File: config.mk
export PLATFORM = sky130hd
export DESIGN_NAME = nonce_scan
export DESIGN_NICKNAME = d
export VERILOG_FILES = /design/src/rtl/nonce_scan.sv
export SDC_FILE = /design/constraint.sdc
export NUM_CORES = 1
export LEC_CHECK = 0
export CORE_ASPECT_RATIO = 0.5
export CORE_MARGIN = 5
export CORE_UTILIZATION = 50
export DETAILED_ROUTE_END_ITERATION = 12
export PLACE_DENSITY = 0.79
export SETUP_SLACK_MARGIN = 0.15
export SLEW_MARGIN = 5
export SYNTH_ARGS = -nofsm -noshare
export SYNTH_HDL_FRONTEND = slang
export SYNTH_SLANG_ARGS = --single-unit
File: constraint.sdc
create_clock -name clk_a -period 4.35 [get_ports clk_a]
set_input_delay 0.6525 -clock clk_a [delete_from_list [all_inputs] [get_ports clk_a]]
set_output_delay 0.6525 -clock clk_a [all_outputs]
set_load 0.02 [all_outputs]
File: src/rtl/nonce_scan.sv
// -----------------------------------------------------------------------------
// nonce_scan
//
// Sequential nonce byte scanner. A start pulse (inicio) latches an N_BYTES-wide
// nonce. The block then examines one byte per clock, from byte 0 (the MSB end
// of the nonce bus) toward byte N_BYTES-1. It stops at the first byte that is
// not SKIP and reports that byte, its index and how many bytes have been
// examined since the start. A resume pulse (siguiente) continues the scan
// after the last hit. Downstream logic can therefore walk every usable byte
// of one nonce without reloading it.
//
// Handshake: inicio and siguiente are single-cycle request pulses, sampled on
// the rising edge of clk_a. inicio is accepted in IDLE and DONE. siguiente is
// accepted only in DONE. Both are ignored while busy_out is high. A result is
// meaningful only while valid_out is high. valid_out and busy_out are never
// high together, and both are low in IDLE.
//
// Parameters
//   N_BYTES  bytes per nonce (at least 2)
//   W        bits per byte
//   IDX_W    index width, 2**IDX_W >= N_BYTES
//   SKIP     byte value that is passed over
//   FILL     byte reported once no usable byte remains
//
// Ports
//   clk_a          in   clock, rising edge
//   reset_L        in   asynchronous active-low reset
//   inicio         in   start pulse: latch nonce, begin a fresh scan
//   siguiente      in   resume pulse: continue from idx_out+1
//   nonce          in   [0:N_BYTES*W-1], byte k = bits [k*W : k*W+W-1]
//   byte_out       out  selected byte (FILL when none remains)
//   idx_out        out  index of the selected byte
//   count_out      out  bytes examined since the last accepted inicio
//   not_found_out  out  no byte other than SKIP remains
//   valid_out      out  result outputs are stable and meaningful
//   busy_out       out  scan in progress
//   state_dbg      out  current FSM state (0 IDLE, 1 SCAN, 2 DONE)
// -----------------------------------------------------------------------------
module nonce_scan #(
    parameter int             N_BYTES = 4,
    parameter int             W       = 8,
    parameter int             IDX_W   = 2,
    parameter logic [W-1:0]   SKIP    = 8'hff,
    parameter logic [W-1:0]   FILL    = 8'hfe
) (
    input  logic                 clk_a,
    input  logic                 reset_L,
    input  logic                 inicio,
    input  logic                 siguiente,
    input  logic [0:N_BYTES*W-1] nonce,
    output logic [W-1:0]         byte_out,
    output logic [IDX_W-1:0]     idx_out,
    output logic [IDX_W:0]       count_out,
    output logic                 not_found_out,
    output logic                 valid_out,
    output logic                 busy_out,
    output logic [1:0]           state_dbg
);

    typedef enum logic [1:0] {
        IDLE = 2'd0,
        SCAN = 2'd1,
        DONE = 2'd2
    } state_t;

    localparam logic [IDX_W-1:0] LAST_IDX  = IDX_W'(N_BYTES - 1);
    localparam logic [IDX_W:0]   COUNT_MAX = (IDX_W + 1)'(N_BYTES);

    state_t             state;
    logic [IDX_W-1:0]   ptr;
    logic [W-1:0]       nonce_q [N_BYTES];

    logic [W-1:0]       cur_byte;
    logic               cur_usable;
    logic [IDX_W:0]     count_inc;
    logic               start_accept;

    // Byte under examination this cycle. ptr is kept within 0..N_BYTES-1, so
    // the lookup never leaves the latched array.
    always_comb begin
        cur_byte   = nonce_q[ptr];
        cur_usable = (cur_byte != SKIP);
    end

    // count_out cannot pass N_BYTES. Each byte is examined at most once per
    // nonce, so the saturation only guards against wrap.
    always_comb begin
        count_inc = count_out;
        if (count_out != COUNT_MAX) begin
            count_inc = count_out + 1'b1;
        end
    end

    // inicio is honoured in IDLE and DONE and takes precedence over siguiente.
    // While a scan is running it is ignored.
    always_comb begin
        start_accept = inicio && ((state == IDLE) || (state == DONE));
    end

    assign state_dbg = state;

    always_ff @(posedge clk_a or negedge reset_L) begin
        if (!reset_L) begin
            state         <= IDLE;
            ptr           <= '0;
            byte_out      <= '0;
            idx_out       <= '0;
            count_out     <= '0;
            not_found_out <= 1'b0;
            valid_out     <= 1'b0;
            busy_out      <= 1'b0;
            for (int k = 0; k < N_BYTES; k++) begin
                nonce_q[k] <= '0;
            end
        end else if (start_accept) begin
            // Fresh scan: the nonce is sampled only here.
            for (int k = 0; k < N_BYTES; k++) begin
                nonce_q[k] <= nonce[k*W +: W];
            end
            ptr           <= '0;
            byte_out      <= '0;
            idx_out       <= '0;
            count_out     <= '0;
            not_found_out <= 1'b0;
            valid_out     <= 1'b0;
            busy_out      <= 1'b1;
            state         <= SCAN;
        end else begin
            case (state)
                IDLE: begin
                    // Waiting for inicio. siguiente has no meaning here.
                    state <= IDLE;
                end

                SCAN: begin
                    count_out <= count_inc;
                    if (cur_usable) begin
                        byte_out      <= cur_byte;
                        idx_out       <= ptr;
                        not_found_out <= 1'b0;
                        busy_out      <= 1'b0;
                        valid_out     <= 1'b1;
                        state         <= DONE;
                    end else if (ptr < LAST_IDX) begin
                        ptr <= ptr + 1'b1;
                    end else begin
                        // Ran off the end with nothing usable.
                        byte_out      <= FILL;
                        idx_out       <= LAST_IDX;
                        not_found_out <= 1'b1;
                        busy_out      <= 1'b0;
                        valid_out     <= 1'b1;
                        state         <= DONE;
                    end
                end

                DONE: begin
                    if (siguiente && !not_found_out) begin
                        if (idx_out < LAST_IDX) begin
                            ptr       <= idx_out + 1'b1;
                            busy_out  <= 1'b1;
                            valid_out <= 1'b0;
                            state     <= SCAN;
                        end else begin
                            // The last hit was the final byte, so nothing is
                            // left to examine. Report exhaustion in place. The
                            // count does not move because no byte was examined.
                            byte_out      <= FILL;
                            not_found_out <= 1'b1;
                        end
                    end
                end

                default: begin
                    state     <= IDLE;
                    busy_out  <= 1'b0;
                    valid_out <= 1'b0;
                end
            endcase
        end
    end

endmodule

After elaboration in Yosys (flattened, before gate mapping)
Index checks and enable logic that the tools add are counted.
{"block": "word_totals", "reg_bits": 52, "output_inout_bits": 18, "in_bits": 36, "wordCells": 90}
{"block": "classes", "n_bitwise": 1, "mux": 45, "n_eq_ne": 12, "n_addsub": 3, "n_reduce_logical": 14, "n_lt_le_gt_ge": 3}
{"operator": "8-bit two-way mux", "count": 7}
{"operator": "2-bit two-way mux", "count": 14}
{"operator": "8-bit binary-select mux with 2-bit select", "count": 1}
{"operator": "8-bit one-hot mux with 2 select lines", "count": 1}
{"operator": "3-bit inequality test (second input constant)", "count": 5}
{"operator": "1-bit two-way mux", "count": 14}
{"operator": "3-bit two-way mux", "count": 3}
{"operator": "8-bit inequality test (second input constant)", "count": 1}
{"operator": "2-bit one-hot mux with 2 select lines", "count": 2}
{"operator": "4-bit AND reduction", "count": 2}
{"operator": "3-bit by 2-bit inequality test with 1-bit output (second input constant)", "count": 2}
{"operator": "1-bit one-hot mux with 3 select lines", "count": 2}
{"operator": "5-bit AND reduction", "count": 1}
{"operator": "2-bit by 1-bit adder with 2-bit output (second input constant)", "count": 2}
{"operator": "2-bit less-than comparator (second input constant)", "count": 2}
{"operator": "4-bit inequality test (second input constant)", "count": 1}
{"operator": "2-bit AND reduction", "count": 2}
{"operator": "2-bit nonzero test", "count": 2}
{"operator": "3-bit by 1-bit adder with 3-bit output (second input constant)", "count": 1}
{"operator": "3-bit greater-or-equal comparator (second input constant)", "count": 1}
{"operator": "2-bit NOT with 3-bit output", "count": 1}
{"operator": "3-bit AND reduction", "count": 1}
{"operator": "3-bit nonzero test", "count": 1}
{"operator": "2-bit by 1-bit == test with 1-bit output (second input constant)", "count": 1}
{"operator": "other kinds (7)", "count": 8}

Logic depth before layout (Yosys ltp)
{"block": "logic_depth", "depth_word": 8, "depth_mapped": 8, "mapped_depth_nobuf": 5}

Worst setup path after synthesis
No wires, ideal clock.
{"block": "synth_path", "path_kind": "register -> register", "startpoint": "register ptr[0]", "endpoint": "register byte_out[0]", "required_time_ps": 4225, "t_arrival_ps": 2004, "period_less_slack_ps": 2128, "setup_ps": 125, "path_stages_with_launch": 9, "slack_ps": 2222, "path_buffers": 3, "path_cell_list": "dfrtp_1 buf_6 buf_12 mux4_1 nand4_1 or2_1 buf_6 a21oi_4 mux2_2"}
{"block": "synth_via", "elab_chain_cells": 8, "elab_cells_between_ends": 11, "cone_classes": "order compare: 1; eq/ne: 2; mux: 6; bitwise: 1; reduce/logical: 1"}
{"element": "from (decl)", "line": "70", "source": "logic [IDX_W-1:0] ptr;"}
{"element": "from (signal assigned)", "line": "145", "source": "ptr <= ptr + 1'b1;"}
{"element": "from (signal assigned)", "line": "160", "source": "ptr <= idx_out + 1'b1;"}
{"element": "2-bit NOT with 3-bit output (implied by the code)", "line": "81", "source": "cur_byte = nonce_q[ptr];"}
{"element": "8-bit binary-select mux with 2-bit select", "line": "81"}
{"element": "8-bit two-way mux (implied by the code) (2 in series)", "line": "81"}
{"element": "8-bit inequality test", "line": "82", "source": "cur_usable = (cur_byte != SKIP);"}
{"element": "8-bit two-way mux", "line": "137", "source": "if (cur_usable) begin"}
{"element": "8-bit one-hot mux with 2 select lines", "line": "129", "source": "case (state)"}
{"element": "8-bit two-way mux", "line": "115", "source": "end else if (start_accept) begin"}
{"element": "to (signal assigned)", "line": "138", "source": "byte_out <= cur_byte;"}
{"element": "to (decl)", "line": "51", "source": "output logic [W-1:0] byte_out,"}
Several ways; a longest one is shown, not always the timed one. The select of a mux whose other input is x is not followed.
A chain may end at the register's enable or synchronous reset.

Worst setup path after layout
{"block": "layout_path", "startpoint": "register ptr[0]", "endpoint": "register byte_out[3]"}
The elaborated chain is that of the path after synthesis.

==> impl.org <==
** Routing
- Vias :: around 1700
- In this run, the number of DRC markers left after iteration 0 of detailed routing was 86.
- Vias/cell :: 5.436
- After detailed routing, the total wire length is 5067 um.
- After detailed routing, the average wire length per cell comes to 16.61 um.
- Post-route ant nets :: 0
- For this run, design rule violations remaining after detail routing come to 0.
- The first detailed-routing pass ran for 4 iterations.

** Yosys
- Cell type with the highest aggregate area in the netlist :: sky130_fd_sc_hd__dfrtp_1
- Yosys printed 0 warnings.
- Sequential cell area fraction in the yosys report :: 0.5203
- Averaged over all synthesized cells, the footprint is 13.38 um2.
- Flops & latches, synth :: 52
- After synthesis, the netlist uses 39 different library cells.
- In the synthesized netlist, the number of instances is approximately 190.
- Post-Syn Nets :: ~230
- Fraction of post-synthesis cell area in the top cell type by area :: 0.5203
- Mapped cell area :: 2501 um2
- After synthesis, the cell types taking the most area are sky130_fd_sc_hd__dfrtp_1 52%, sky130_fd_sc_hd__mux2_2 18%, sky130_fd_sc_hd__mux4_1 8.4%.

** Cells and area
- The number of antenna diodes in the final layout is 0.
- Excluding fillers, the count of instances in the completed layout stands at between 300 and 400.
- Of the cells placed in the final design, the portion with a size suffix greater than 1 is 0.2340.
- The net count of the finished layout is about 270.
- Once layout is done, the placed cells without fillers occupy between 3000 and 4000 um2.
- Filler instances :: 374
- Once layout is complete, the utilization of the core stands at 0.6444.
- Layout overhead on the synthesized area :: 25.91%

** Clocking
- The clock tree synthesis step divided the H-tree into 2 levels.
- Resized cells post-CTS :: 0
- Counting every sink on the clock net gives 52.
- The number of hold buffers added after CTS was 0.
- In this run, CTS created clock tree buffers numbering 5.
- The number of setup buffers added after CTS is 0.
- CTS tree :: yes
- At the later pin of the worst-skew pair, clock insertion delay measures 0.31 ns.
- Register clock-pin slew on the reported worst setup and hold paths :: 0.09 ns
- Library cell used as clock root buffer :: sky130_fd_sc_hd__clkbuf_8
- The clock passes through at most 2 buffers.

** Floorplanning
- Top Ports :: 54
- Site row count :: 18
- In this run the horizontal extent of the chip is 110.0 um.
- The die is 60.01 um tall.
- Starting density of the core :: 0.5118
- The die covers 6602 um2.
- The core region is 4887 um2.

** GRT
- The first global-routing pass estimated between 8000 and 9000 um of wire.
- GRT Overall Usage :: 0.1773
- For this run the aggregate overflow at the end of global routing stands at 0.
- The number of global-route vias before repair came to 1830.
- Number of antenna violations at the first check in global routing :: 0
- Largest net degree at the start of global routing :: 53

** Pwr
- Share of total power in the clock network :: 0.145
- The internal portion of the total power is between 1 and 1.5 mW.
- Switch share :: 0.3476
- Switching pwr :: 0.7591 mW
- Summed over all cells, the static leakage comes to approximately 1.3 nW.
- Of the total power, registers draw 0.408.
- Part of the total power dissipated in combinational logic :: 0.447
- Cell area power density :: between 600 and 700 nW/um2
- After layout, the design draws a total of 2.184 mW.
- VDD sags by at most 0.0002974 V.

** Setup path
- Crit path max fanout :: 16
- Category of cells accounting for the largest share of critical-path delay :: multiplexers
- The worst setup path is captured at a flop.
- Cells along the critical path :: mux4_1, nand4_1, or2_1, a21oi_4, mux2_2
- The critical path contains buffers and inverters numbering 0 combined.
- For the worst setup path, the data arrival time is 2.81 ns.
- Path type of the worst setup path :: flop to flop
- Among all stages on the critical path, the largest delay is contributed by sky130_fd_sc_hd__dfrtp_1.
- Worst EP required :: 4.55 ns
- The worst setup path is launched from a flop.
- Slowest stage delay, CP :: 0.80 ns

** Place
- After legalization and detailed placement, the total HPWL measured 3619 um.
- Final weighted congestion in routability-driven placement :: 0.7672
- At the placement stage, the worst setup path has a slack of 1.588 ns.
- Standard cell area after detailed placement :: between 3000 and 4000 um2
- Once placement completed, the tool counted placed cells totaling 299.
- Buffers placed on the I/O ports in this run total 53.

** Timing
- Largest clock skew in the final design :: 0.006359 ns
- Setup total negative slack on the finished layout was measured at 0 ns.
- Final Max Slew Viols :: 0
- The hold violation total from the final report came to 0.
- Unrepaired setup endpoints after global routing :: no
- Hold Slack :: about 0.38 ns
- Slew @ Worst Pin :: 1.188 ns
- Highest attainable clock frequency :: 382.0 MHz
- Setup slack of the critical path after layout :: 1.732 ns
- In the finished design, the share of the clock period the worst path needs comes to 0.6018.
- The smallest clock period supported by the final layout is computed as ~2.6 ns.
- Setup violation total in the final timing report :: 0
- Rel. slew slack :: 0.2062

** Job
- Number of maximum-capacitance violations :: 0

** Status
- The flow ran to the end, and the final reports show no timing, DRC or antenna violations.

** Min path
- Worst hold path class :: input port to asynchronous set/reset pin
Yosys cell counts (all sizes together):
library cell / n
a2111o: 1
a2111oi: 1
a211oi: 2
a21boi: 1
a21oi: 8
a221oi: 1
a2bb2oi: 1
a41oi: 1
and3: 2
and4b: 1
buf: 5
clkbuf: 6
dfrtp: 52
ha: 2
inv: 2
mux2: 41
mux2i: 1
mux4: 8
nand2: 3
nand2b: 2
nand4: 2
nor2: 22
nor2b: 5
nor3: 1
o211ai: 2
o21ai: 4
o22a: 1
o22ai: 1
o31a: 1
o31ai: 1
or2: 3
or2b: 1
xnor2: 1
xor2: 1
registers in the layout, summed over array words and instances (netlist names):
signal / cells
state_dbg: 2
valid_out: 1
busy_out: 1
not_found_out: 1
nonce_q: 32
idx_out: 2
byte_out: 8
count_out: 3
ptr: 2
layout make-up:
class | count | area (um2) | area share
flip-flops and latches | 52 | 1301 | 0.4132
clock buffers | 5 | 68.82 | 0.02185
repair buffers | 53 | 528.0 | 0.1677
multi-input cells | 122 | 1126 | 0.3576
well taps | 70 | 87.58 | 0.02781
clock inverters | 1 | 30.03 | 0.009535
inverters | 2 | 7.507 | 0.002384
layer usage:
layer | GRT usage | vias up | routed length (um)
li1 | - | 780 | -
met1 | 0.2307 | 840 | 2326
met2 | 0.2957 | 33 | 2491
met3 | 0.04746 | 5 | 192
met4 | 0.05151 | 0 | 56
met5 | 0 | - | 0
worst paths after layout:
kind	start	slack, ns	cells past startpoint	endpoint
min in group clk_a	nonce_q[15]$_DFFE_PN0P_	0.51	1	nonce_q[15]$_DFFE_PN0P_
worst min register to register	nonce_q[15]$_DFFE_PN0P_	0.51	1	nonce_q[15]$_DFFE_PN0P_
worst min-delay path	reset_L	0.38	1	nonce_q[17]$_DFFE_PN0P_
max in group asynchronous	reset_L	3.55	1	ptr[0]$_DFFE_PN0P_
worst max-delay path	ptr[0]$_DFFE_PN0P_	1.73	5	byte_out[3]$_DFFE_PN0P_
worst max register to register	ptr[0]$_DFFE_PN0P_	1.73	5	byte_out[3]$_DFFE_PN0P_
kinds of logic (layout without fill, tap and decap cells):
family | count (synthesis) | in the layout | share of synthesized area
AOI/OAI and AO/OA | 26 | 26 | 0.07504
xor gates and xnor gates | 2 | 2 | 0.007005
muxes | 50 | 50 | 0.2726
DFF | 52 | 52 | 0.5203
buffers and inverters | 13 | 61 | 0.03251
adders and majority gates | 2 | 2 | 0.01000
and+or+nand+nor | 42 | 42 | 0.08254
power by group through the flow:
stage / Clock (mW) / Combinational [mW] / Sequential, mW
final: 0.317 / 0.975 / 0.891
after global routing: 0.343 / 1.07 / 0.923
after CTS: 0.325 / 0.981 / 0.891
after detailed placement: 0 / 0.976 / 0.901
after global placement: 0 / 0.944 / 0.883
after floorplan: 0 / 0.660 / 0.902
cell usage in the layout (no fill, tap or decap), types with 2 or more instances in the layout:
cell type	Yosys	layout
sky130_fd_sc_hd__clkbuf_8	0	5
sky130_fd_sc_hd__a21oi_1	7	7
sky130_fd_sc_hd__mux4_1	8	8
sky130_fd_sc_hd__nor2b_1	5	4
sky130_fd_sc_hd__a211oi_1	2	2
sky130_fd_sc_hd__o211ai_1	2	2
sky130_fd_sc_hd__mux2_2	41	41
sky130_fd_sc_hd__nand2_1	3	3
sky130_fd_sc_hd__nand4_1	2	2
sky130_fd_sc_hd__nor2_1	22	22
sky130_fd_sc_hd__dfrtp_1	52	52
sky130_fd_sc_hd__inv_1	2	2
sky130_fd_sc_hd__ha_1	2	2
sky130_fd_sc_hd__clkdlybuf4s50_1	0	52
sky130_fd_sc_hd__o21ai_0	4	4
sky130_fd_sc_hd__nand2b_1	2	2
sky130_fd_sc_hd__or2_2	2	2
sky130_fd_sc_hd__and3_2	2	2
(Power assumes the default switching activity.)
